[src/rtl/alu_muldiv_control.sv]
// alu_muldiv_control
//   ALU control decoder for the MIPS datapath plus an iterative
//   multiply/divide engine with HI/LO registers.
//
//   Ports:
//     clk, reset     - rising-edge clock, synchronous active-high reset
//     start          - decode-stage instruction valid
//     ALUOp, Funct   - main-decoder ALUOp and instruction funct field
//     SrcA, SrcB     - rs / rt operands (dividend|multiplicand, divisor|multiplier)
//     ALUControl     - single-cycle ALU operation select (combinational)
//     stall          - freeze PC / pipeline registers
//     busy           - engine iterating (MUL or DIV state)
//     done           - one-cycle pulse, HI/LO just updated
//     hi, lo         - HI / LO registers
//     hilo_data      - MFHI -> hi, MFLO -> lo, otherwise zero
module alu_muldiv_control #(
    parameter int WIDTH = 32,
    parameter int CNT_W = $clog2(WIDTH)
) (
    input  logic             clk,
    input  logic             reset,
    input  logic             start,
    input  logic [1:0]       ALUOp,
    input  logic [5:0]       Funct,
    input  logic [WIDTH-1:0] SrcA,
    input  logic [WIDTH-1:0] SrcB,
    output logic [2:0]       ALUControl,
    output logic             stall,
    output logic             busy,
    output logic             done,
    output logic [WIDTH-1:0] hi,
    output logic [WIDTH-1:0] lo,
    output logic [WIDTH-1:0] hilo_data
);

    localparam logic [5:0] F_MULT  = 6'b011000;
    localparam logic [5:0] F_MULTU = 6'b011001;
    localparam logic [5:0] F_DIV   = 6'b011010;
    localparam logic [5:0] F_DIVU  = 6'b011011;
    localparam logic [5:0] F_MFHI  = 6'b010000;
    localparam logic [5:0] F_MFLO  = 6'b010010;
    localparam logic [CNT_W-1:0] LAST_CNT = CNT_W'(WIDTH - 1);
    localparam logic [CNT_W-1:0] CNT_ONE  = CNT_W'(1);

    typedef enum logic [1:0] {
        IDLE = 2'b00,
        MUL  = 2'b01,
        DIV  = 2'b10,
        DONE = 2'b11
    } state_t;

    state_t             state_r, state_nxt_s;
    logic [CNT_W-1:0]   cnt_r;
    logic [WIDTH-1:0]   acc_r;     // partial product high half / partial remainder
    logic [WIDTH-1:0]   sh_r;      // multiplier (shifts out) / dividend->quotient
    logic [WIDTH-1:0]   opnd_r;    // multiplicand / divisor magnitude
    logic               neg_q_r;   // negate product or quotient
    logic               neg_r_r;   // negate remainder (dividend negative)
    logic               zero_r;    // divisor was zero
    logic [WIDTH-1:0]   hi_r, lo_r;
    logic               busy_r, done_r;

    logic               is_muldiv_s, accept_s, last_s, signed_op_s;
    logic [WIDTH-1:0]   abs_a_s, abs_b_s;
    logic [WIDTH:0]     mul_sum_s, div_shift_s, div_diff_s;
    logic [WIDTH-1:0]   mul_acc_s, mul_sh_s, div_acc_s, div_sh_s;
    logic [2*WIDTH-1:0] prod_s, prod_fix_s;
    logic [WIDTH-1:0]   quo_fix_s, rem_fix_s;

    // Single-cycle ALU operation decode
    always_comb begin
        ALUControl = 3'b010;
        case (ALUOp)
            2'b00: ALUControl = 3'b010;
            2'b01: ALUControl = 3'b100;
            2'b10: begin
                case (Funct)
                    6'b100000: ALUControl = 3'b010;
                    6'b100010: ALUControl = 3'b100;
                    6'b101010: ALUControl = 3'b110;
                    6'b011100: ALUControl = 3'b101;
                    6'b100100: ALUControl = 3'b000;
                    6'b100101: ALUControl = 3'b001;
                    default:   ALUControl = 3'b010;
                endcase
            end
            default: ALUControl = 3'b010;
        endcase
    end

    assign is_muldiv_s = (ALUOp == 2'b10) &&
                         ((Funct == F_MULT) || (Funct == F_MULTU) ||
                          (Funct == F_DIV)  || (Funct == F_DIVU));
    assign accept_s    = start && is_muldiv_s && ((state_r == IDLE) || (state_r == DONE));
    assign last_s      = (cnt_r == LAST_CNT);
    // Funct bit 0 clear selects the signed variant, bit 1 set selects divide.
    assign signed_op_s = ~Funct[0];
    assign abs_a_s     = (signed_op_s && SrcA[WIDTH-1]) ? -SrcA : SrcA;
    assign abs_b_s     = (signed_op_s && SrcB[WIDTH-1]) ? -SrcB : SrcB;

    assign stall     = busy_r || accept_s;
    assign busy      = busy_r;
    assign done      = done_r;
    assign hi        = hi_r;
    assign lo        = lo_r;
    assign hilo_data = (ALUOp == 2'b10 && Funct == F_MFHI) ? hi_r :
                       (ALUOp == 2'b10 && Funct == F_MFLO) ? lo_r : {WIDTH{1'b0}};

    // Next-state logic
    always_comb begin
        state_nxt_s = state_r;
        case (state_r)
            IDLE, DONE: begin
                if (accept_s) begin
                    state_nxt_s = Funct[1] ? DIV : MUL;
                end else begin
                    state_nxt_s = IDLE;
                end
            end
            MUL, DIV: begin
                if (last_s) begin
                    state_nxt_s = DONE;
                end else begin
                    state_nxt_s = state_r;
                end
            end
            default: state_nxt_s = IDLE;
        endcase
    end

    // State register with registered busy/done decodes
    always_ff @(posedge clk) begin
        if (reset) begin
            state_r <= IDLE;
            busy_r  <= 1'b0;
            done_r  <= 1'b0;
        end else begin
            state_r <= state_nxt_s;
            busy_r  <= (state_nxt_s == MUL) || (state_nxt_s == DIV);
            done_r  <= (state_nxt_s == DONE);
        end
    end

    // One shift-add multiply step: add multiplicand if multiplier LSB set,
    // then shift the {acc, multiplier} pair right by one.
    assign mul_sum_s = {1'b0, acc_r} + (sh_r[0] ? {1'b0, opnd_r} : {(WIDTH+1){1'b0}});
    assign mul_acc_s = mul_sum_s[WIDTH:1];
    assign mul_sh_s  = {mul_sum_s[0], sh_r[WIDTH-1:1]};

    // One restoring divide step. The partial remainder never exceeds
    // 2*divisor, so WIDTH+1 bits hold the trial difference; a zero divisor
    // simply produces all-ones quotient bits and leaves the dividend as remainder.
    assign div_shift_s = {acc_r, sh_r[WIDTH-1]};
    assign div_diff_s  = div_shift_s - {1'b0, opnd_r};

    // Restoring divide select
    always_comb begin
        div_acc_s = div_shift_s[WIDTH-1:0];
        div_sh_s  = {sh_r[WIDTH-2:0], 1'b0};
        if (!div_diff_s[WIDTH]) begin
            div_acc_s = div_diff_s[WIDTH-1:0];
            div_sh_s  = {sh_r[WIDTH-2:0], 1'b1};
        end else begin
            div_acc_s = div_shift_s[WIDTH-1:0];
            div_sh_s  = {sh_r[WIDTH-2:0], 1'b0};
        end
    end

    assign prod_s     = {mul_acc_s, mul_sh_s};
    assign prod_fix_s = neg_q_r ? -prod_s : prod_s;
    assign quo_fix_s  = zero_r ? {WIDTH{1'b1}} : (neg_q_r ? -div_sh_s : div_sh_s);
    assign rem_fix_s  = neg_r_r ? -div_acc_s : div_acc_s;

    // Engine datapath, counter and HI/LO update
    always_ff @(posedge clk) begin
        if (reset) begin
            cnt_r   <= {CNT_W{1'b0}};
            acc_r   <= {WIDTH{1'b0}};
            sh_r    <= {WIDTH{1'b0}};
            opnd_r  <= {WIDTH{1'b0}};
            neg_q_r <= 1'b0;
            neg_r_r <= 1'b0;
            zero_r  <= 1'b0;
            hi_r    <= {WIDTH{1'b0}};
            lo_r    <= {WIDTH{1'b0}};
        end else if (accept_s) begin
            cnt_r   <= {CNT_W{1'b0}};
            acc_r   <= {WIDTH{1'b0}};
            sh_r    <= Funct[1] ? abs_a_s : abs_b_s;
            opnd_r  <= Funct[1] ? abs_b_s : abs_a_s;
            neg_q_r <= signed_op_s && (SrcA[WIDTH-1] ^ SrcB[WIDTH-1]);
            neg_r_r <= signed_op_s && SrcA[WIDTH-1];
            zero_r  <= (SrcB == {WIDTH{1'b0}});
        end else if (state_r == MUL || state_r == DIV) begin
            cnt_r <= last_s ? {CNT_W{1'b0}} : cnt_r + CNT_ONE;
            acc_r <= (state_r == MUL) ? mul_acc_s : div_acc_s;
            sh_r  <= (state_r == MUL) ? mul_sh_s  : div_sh_s;
            if (last_s) begin
                hi_r <= (state_r == MUL) ? prod_fix_s[2*WIDTH-1:WIDTH] : rem_fix_s;
                lo_r <= (state_r == MUL) ? prod_fix_s[WIDTH-1:0]       : quo_fix_s;
            end
        end
    end

endmodule

[config.mk]
export PLATFORM = sky130hd
export DESIGN_NAME = alu_muldiv_control
export DESIGN_NICKNAME = d
export VERILOG_FILES = /design/src/rtl/alu_muldiv_control.sv
export SDC_FILE = /design/constraint.sdc
export NUM_CORES = 1
export LEC_CHECK = 0
export BUFFER_PORTS_ARGS = -buffer_cell sky130_fd_sc_hd__buf_2
export CAP_MARGIN = 15
export CORE_MARGIN = 3
export CORE_UTILIZATION = 40
export CTS_CLUSTER_DIAMETER = 40
export DETAILED_ROUTE_END_ITERATION = 10
export GPL_ROUTABILITY_DRIVEN = 0
export PLACE_DENSITY_LB_ADDON = 0.3
export REMOVE_ABC_BUFFERS = 1
export SYNTH_ARGS = -nofsm -noshare
export SYNTH_HDL_FRONTEND = slang
export SYNTH_SLANG_ARGS = --single-unit
[constraint.sdc]
create_clock -name clk -period 5.7 [get_ports clk]
set_input_delay 1.14 -clock clk [delete_from_list [all_inputs] [get_ports clk]]
set_output_delay 1.14 -clock clk [all_outputs]
set_load 0.03 [all_outputs]
* Word-level counts from Yosys, hierarchy flattened
Cells that the tools add are included.
Storage, ports and cells: bits in registers 172, input bits 75, output and inout port bits 102
Cells by class: $add $sub $neg 8, equality and inequality tests 20, multiplexer cells 26, bitwise logic cells 3, reduce and logical (&&, ||, !) cells 22
Operator list (count):
- 2-to-1 mux 32 bit | 17
- negation 32 bit | 4
- 2-to-1 mux 64 bit | 1
- negation 64 bit | 1
- == test 6 x 5 -> 1 bit (second input constant) | 7
- adder 32 x 32 -> 33 bit | 1
- subtractor 33 x 32 -> 33 bit | 1
- zero test 32 bit | 1
- == test 6 bit (second input constant) | 4
- one-hot mux 3 bit (5 select lines) | 1
- == test 2 bit (second input constant) | 5
- logical AND 1 bit | 8
- logical OR 1 bit | 7
- == test 2 x 1 -> 1 bit (second input constant) | 3
- 2-to-1 mux 2 bit | 3
- one-hot mux 3 bit (2 select lines) | 1
- OR reduction 2 bit | 3
- adder 5 x 1 -> 5 bit (second input constant) | 1
- == test 5 bit (second input constant) | 1
- 2-to-1 mux 5 bit | 1
- one-hot mux 2 bit (2 select lines) | 1
- AND reduction 3 bit | 1
- zero test 2 bit | 1
- NOT 1 bit | 2
- 3 further kinds | 3

* Depth between registers and ports, before layout
Gate-level depths: netlist of run 1.
depth after elaboration 11, gate-level depth with buffers 25

* Worst setup path after synthesis of run 1
OpenSTA, ideal clock, no wires.
path type register to register, start point register sh_r[31], end point register hi_r[26], in the netlist hi[26], library setup time 0.117 ns, arrival 5.773 ns, path slack -0.190 ns, cell stages (with the launch flop) 26, path buffers 4, period minus slack after synthesis 5.890 ns, path through dfxtp_1 > inv_1 > ha_1 > fa_1 > nand2b_1 > a21oi_2 > o2111ai_1 > a211oi_1 > o21a_1 > nor2_1 > buf_2 > inv_2 > buf_2 > buf_1 > buf_1 > nor2_1 > a21oi_1 > ha_1 > inv_1 > or4_1 > nor3_1 > mux2i_1 > or3_1 > or3_1 > a2bb2oi_1 > a32o_1
On the way: cells in the longest elaborated chain, start to end 5
Ends and longest elaborated chain:
- from (decl) | line 55 | logic [WIDTH-1:0] sh_r;
- from (signal assigned) | line 179 | sh_r <= {WIDTH{1'b0}};
- from (signal assigned) | line 189 | sh_r <= Funct[1] ? abs_a_s : abs_b_s;
- from (signal assigned) | line 197 | sh_r <= (state_r == MUL) ? mul_sh_s : div_sh_s;
- subtractor 33 x 32 -> 33 bit | line 154 | assign div_diff_s = div_shift_s - {1'b0, opnd_r};
- 2-to-1 mux 32 bit | line 160 | if (!div_diff_s[WIDTH]) begin
- negation 32 bit | line 172 | assign rem_fix_s = neg_r_r ? -div_acc_s : div_acc_s;
- 2-to-1 mux 32 bit | line 172
- 2-to-1 mux 32 bit * | line 199 | hi_r <= (state_r == MUL) ? prod_fix_s[2*WIDTH-1:WIDTH] : rem_fix_s;
- to (signal assigned) | line 184 | hi_r <= {WIDTH{1'b0}};
- to (signal assigned) | line 199
- to (decl) | line 60 | logic [WIDTH-1:0] hi_r, lo_r;
Every way passes the cells marked *; elsewhere a longest branch is shown, timed or not. A chain may end at the register's enable or synchronous reset.

* Worst setup path in the final report of run 1
start point register sh_r[31], end point register hi_r[30], in the netlist hi[30]
Same word-level chain as after synthesis.

==> results of run 1 <==
-- final timing paths --
check             cells past startpoint  slack, ns    endpoint
setup / recovery                     21       0.37      hi[30]
hold / removal                        2       0.45  opnd_r[30]
setup reg to reg                     21       0.37      hi[30]
hold reg to reg                       2       0.45  opnd_r[30]
-- logic make-up (layout without fill, tap and decap cells) --
family	after synthesis	in the layout	synth area share, %
AOI/OAI and AO/OA	818	818	29.6
and+or+nand+nor	978	978	25.3
DFF	172	172	19.3
buffers and inverters	256	328	5.53
muxes	103	103	5.83
adders and majority gates	77	77	5.48
xor gates and xnor gates	182	182	8.92
-- critical path, stage by stage (launching register included) --
cell and delay (ns):
dfxtp_2 0.39, inv_1 0.11, ha_1 0.24, fa_1 0.40
nand2b_1 0.20, a21oi_2 0.24, o2111ai_4 0.20, a211oi_4 0.32
o21a_1 0.19, nor2_2 0.08, inv_2 0.15, nor2_1 0.06
a21oi_1 0.17, ha_2 0.28, inv_1 0.11, or4_4 0.59
nor3_1 0.25, a41oi_1 0.24, nor3_1 0.44, a41oi_1 0.22
xnor2_1 0.18, o31ai_1 0.18
-- through the flow --
| step | util (%) | area (um^2) | hold WS, ns | instances |
|---|---|---|---|---|
| 2_1_floorplan | - | 17200 | 0.426 | 2405 |
| 3_3_place_gp | 44.0 | 19100 | 0.443 | 3211 |
| 3_5_place_dp | 44.0 | 19100 | 0.446 | 3211 |
| 4_1_cts | 45.4 | 19800 | 0.455 | 3243 |
| 5_1_grt | 45.5 | 19800 | 0.470 | 3243 |
| 6_report | 45.5 | 19800 | 0.454 | 3243 |
-- final cells by class --
class / count / area share (%)
clock inverter: 11 / 0.908
multi-input combinational: 2158 / 68.1
tap: 585 / 3.69
timing repair buffer: 221 / 6.17
inverter: 75 / 1.42
sequential: 172 / 17.4
clock buffer: 21 / 2.32
-- flip-flops by register name, summed over array words and instances, names as in the netlist, 2 cells and up --
signal and count:
sh_r 32, hi 32, lo 32, opnd_r 32, acc_r 32, cnt_r 5, state_r 2
-- repair_timing --
action	in CTS	in global routing
buffers inserted	0	0
gates resized for setup	0	9
setup endpoints to repair	0	9
-- report_power, final --
group          switching (mW)  internal [mW]  total [mW]
clock network           0.561          0.764        1.32
registers             0.00627           1.20        1.21
logic                   0.458          0.241       0.699
-- cell usage after synthesis (41+ instances only) --
cell type / n / share of area (%)
xnor2_1: 100 / 4.9
clkbuf_1: 151 / 3.2
dfxtp_1: 172 / 19
o211ai_1: 82 / 3.4
mux2i_1: 94 / 5.3
nor3_1: 67 / 1.9
o21ai_0: 145 / 4.1
nor2_1: 326 / 6.8
xor2_1: 82 / 4.0
nand2_1: 320 / 6.7
a21oi_1: 243 / 6.8
nand3_1: 41 / 1.1
a211oi_1: 55 / 2.3
inv_1: 72 / 1.5
ha_1: 75 / 5.3
-- per-layer routing --
layer  wire (um)  GRT usage [%]
met4        2240           8.65
met1       29100           37.6
met3        6470           5.01
met2       29000           41.7
met5          12              0
==> impl_metrics.csv, run 1 <==
group,metric,value,unit
yosys,syn_inst,2586,
status,status,"complete, no violations",
timing,worst_slack,0.372,ns
power_and_ir_drop,p_per_area,163,mW/mm^2
cts,cts_tree,"yes",
worst_setup_path,critPathLaunch,"sh_r[31]",
worst_setup_path,critical_path_class,"reg -> reg",
timing,skew,0.0124,ns
yosys,ys.flop_type,"dfxtp_1",
floorplanning,num_rows,76,
grt,grt-ovfl-total,0,
cts,cts_made_buffers,17,
placement,port_buffers,176,
timing,period_needed,5.33,ns
grt,antenna_found_initial,1,
yosys,synth_edf_count,0,
timing,slew_headroom,31.3,%
floorplanning,dieArea,0.0472,mm^2
drt,drt-pass1-iter-count,8,
finish,final_cell_mix,"nor2_1, nand2_1, a21oi_1",
cts,cts_max_level,4,
yosys,ys_seq_area_share,19.3,%
floorplanning,die_h,217,um
worst_setup_path,crit_arrival,5.71,ns
power_and_ir_drop,finalPower,3.23,mW
timing,fmax,0.188,GHz
drt,drc,0,
timing,timing.setup.tns,0,ns
yosys,syn_area_per_cell,6.91,um^2
cts,cts_sinks,172,
floorplanning,ios,177,
grt,grt_max_degree,66,
yosys,yosysWarnings,0,
finish,nFillCells,4515,
cts,clockBufferDepth,2,
drt,wirelength,66800,um
placement,hpwl,50900,um
floorplanning,die_x,217,um
floorplanning,core,0.0436,mm^2
drt,vias,20268,
worst_hold_path,hp-start,"opnd_r[30]",
worst_hold_path,hold_path.class,"reg -> reg",
drt,wl_per_cell,20.6,um
finish,drive_gt1_share,11.3,%
finish,diodes,0,
timing,rsz0062_at_grt,"no",
finish,syn2layout_area_growth,11.0,%
cts,cts_root_buffer,"clkbuf_16",
drt,drt-initial-drc-count,2377,
worst_setup_path,end_kind,"flip-flop",
drt,final_antenna_net_count,0,
yosys,ys_types,87,
yosys,ys_ff_latch,172,
grt,grt_pass1_vias,18058,
finish,fin_nets,2797,
flow_run,drv_cap,0,
cts,postCtsHoldBufs,0,
cts,worstSkewPairLatency,0.47,ns
yosys,synth_area,0.0179,mm^2
yosys,async_flop_share,0,%
grt,grt_pass1_wl,102000,um
finish,final_common_cell,"nor2_1",
power_and_ir_drop,peakVddDrop,184,uV
worst_setup_path,rr_startpoint,"sh_r[31]",
timing,worst_pin_slew,1.03,ns
worst_setup_path,worstPathRequired,6.08,ns
timing,fin_crit_sh,93.5,%
worst_setup_path,start_kind,"flip-flop",
drt,vias_per_cell,6.25,
timing,report.final.slew_viol_count,0,
cts,cts.clk_slew.worst_paths,0.07,ns
finish,multi_input_area,0.0135,mm^2
power_and_ir_drop,p_leak,7.91,nW
floorplanning,start_util,41.0,%
timing,finalHoldViolations,0,
grt,gr-usage-all-layers,26.9,%
timing,setup_violations,0,
finish,regArea,0.00345,mm^2
worst_setup_path,cp_max_fo,9,
placement,dpl_worst_slack,0.0961,ns
No activity file was read; power rests on OpenSTA's default activity.
==> inputs of run 2 (changes only) <==
Settings changed: MAX_ROUTING_LAYER set to met4.
==> run 2 against run 1 <==
Cell area barely moved. Largest cell class unchanged. Worst setup slack improved by 0.029 ns. Critical endpoint is now hi[26]. Utilization barely moved. Fmax rose by 0.55%. Critical path type unchanged. First-iteration DRC count fell by 3.1%. Wire length fell by 0.22%.
==> impl_metrics.csv, run 2 (same netlist as run 1, synthesis figures left out) <==
group,metric,value,unit
status,status,"complete, no violations",
cts,cts_setup_buffers,0,
timing,fmax,0.189,GHz
placement,dp.cells,3211,
floorplanning,ios,177,
finish,syn2layout_area_growth,11.0,%
drt,wirelength,66600,um
timing,worst_pin_slew,1.02,ns
power_and_ir_drop,finalPower,3.23,mW
drt,vias,20296,
cts,cts_made_buffers,17,
worst_setup_path,worstPathRequired,6.06,ns
worst_setup_path,rr_startpoint,"sh_r[31]",
grt,gr-usage-all-layers,27.6,%
drt,drt-initial-drc-count,2303,
worst_setup_path,reg2reg_to,"hi[26]",
grt,antenna_found_initial,1,
cts,cts_root_buffer,"clkbuf_16",
floorplanning,num_rows,76,
finish,finalInstanceArea,0.0198,mm^2
floorplanning,die_h,217,um
drt,vias_per_cell,6.26,
worst_setup_path,r2r_setup_slack,0.40,ns
grt,grt_pass1_wl,101000,um
power_and_ir_drop,p_per_area,163,mW/mm^2
drt,wl_per_cell,20.5,um
floorplanning,dieArea,0.0472,mm^2
flow_run,drv_cap,0,
floorplanning,start_util,41.0,%
floorplanning,core,0.0436,mm^2
worst_hold_path,hold_path.class,"reg -> reg",
timing,period_needed,5.30,ns
timing,timing.setup.tns,0,ns
finish,final_cell_mix,"nor2_1, nand2_1, a21oi_1",
worst_setup_path,critPathLaunch,"sh_r[31]",
placement,place_area,0.0191,mm^2
grt,grt-ovfl-total,0,
worst_setup_path,cp_max_fo,9,
finish,finish.utilization,45.5,%
timing,finalHoldViolations,0,
floorplanning,die_x,217,um
timing,rsz0062_at_grt,"no",
timing,report.final.slew_viol_count,0,
finish,instances_no_fill,3244,
power_and_ir_drop,p_leak,7.91,nW
worst_setup_path,start_kind,"flip-flop",
worst_setup_path,end_kind,"flip-flop",
finish,final_common_cell,"nor2_1",
grt,grt_pass1_vias,18063,
grt,grt_max_degree,66,
cts,worstSkewPairLatency,0.47,ns
worst_setup_path,critical_path_class,"reg -> reg",
placement,port_buffers,176,
drt,drt-pass1-iter-count,6,
power_and_ir_drop,peakVddDrop,182,uV
worst_setup_path,setup.worst_path.end,"hi[26]",
timing,setup_violations,0,
timing,slew_headroom,31.8,%
drt,drc,0,
worst_setup_path,reg2reg_depth,21,
cts,cts_tree,"yes",
finish,drive_gt1_share,11.3,%
cts,cts.clk_slew.worst_paths,0.07,ns
finish,fin_nets,2797,
placement,hpwl,50900,um
worst_setup_path,crit_arrival,5.66,ns
timing,skew,0.0110,ns
cts,cts_sinks,172,
cts,clockBufferDepth,2,
cts,cts_max_level,4,
drt,final_antenna_net_count,0,
timing,fin_crit_sh,93.0,%
==> run 2: cell types whose count changed in the layout (fill, tap and decap cells not counted) <==
cell	before	now
diode_2	0	1
==> run 2: worst min-delay path by stage <==
stage	startpoint	end	slack (ns)	cells past startpoint
6_report	opnd_r[30]	opnd_r[30]	0.45	2
4_1_cts	opnd_r[30]	opnd_r[30]	0.46	2
3_3_place_gp	opnd_r[7]	opnd_r[7]	0.44	2
2_1_floorplan	opnd_r[10]	opnd_r[10]	0.43	2
5_1_grt	opnd_r[21]	opnd_r[21]	0.47	2
3_5_place_dp	opnd_r[5]	opnd_r[5]	0.45	2
==> run 2: power breakdown <==
| group | internal, mW | total, mW | switching [mW] |
|---|---|---|---|
| Clock | 0.764 | 1.32 | 0.560 |
| Combinational | 0.241 | 0.700 | 0.459 |
| Sequential | 1.20 | 1.21 | 0.00628 |
| Total | 2.21 | 3.23 | 1.03 |
==> run 2: metal layers <==
layer | up-vias | track usage, % | wire length, um
met1 | 9586 | 37.6 | 28900
li1 | 9490 | - | -
met3 | 136 | 4.89 | 6490
met2 | 1084 | 41.8 | 29000
met5 | - | - | 0
met4 | 0 | 8.61 | 2230
==> run 2: what timing repair did <==
item                                   in CTS  in global routing
endpoints found under the hold margin       0                  0
setup endpoints to repair                   0                  9
hold buffers                                0                  0
gates resized for setup                     0                  9
==> run 2: critical path, stage by stage (launching register included) <==
cell and delay [ns]:
dfxtp_2 0.40, inv_1 0.11, ha_1 0.24, fa_1 0.40, nand2b_1 0.20, a21oi_2 0.24, o2111ai_4 0.21, a211oi_4 0.32
o21a_1 0.19, nor2_2 0.08, inv_2 0.15, nor2_1 0.06, a21oi_1 0.17, ha_2 0.28, inv_1 0.11, or4_4 0.59
nor3_1 0.15, mux2i_1 0.13, or3_1 0.38, or3_1 0.36, a2bb2oi_1 0.16, a32o_1 0.28
==> run 2: per-stage QoR <==
step           worst slack (ns)  hold WS, ns
2_1_floorplan             -1.33        0.426
3_3_place_gp              0.318        0.443
3_5_place_dp             0.0961        0.446
4_1_cts                  0.0721        0.455
5_1_grt                  0.0248        0.470
6_report                  0.401        0.453
==> run 2: layout make-up <==
cell class / count / area [um^2]
clock buffer: 21 / 460
antenna: 1 / 2.50
multi-input combinational: 2158 / 13500
tap: 585 / 732
fill: 4515 / 23700
timing repair buffer: 221 / 1220
sequential: 172 / 3450
clock inverter: 11 / 180
inverter: 75 / 282
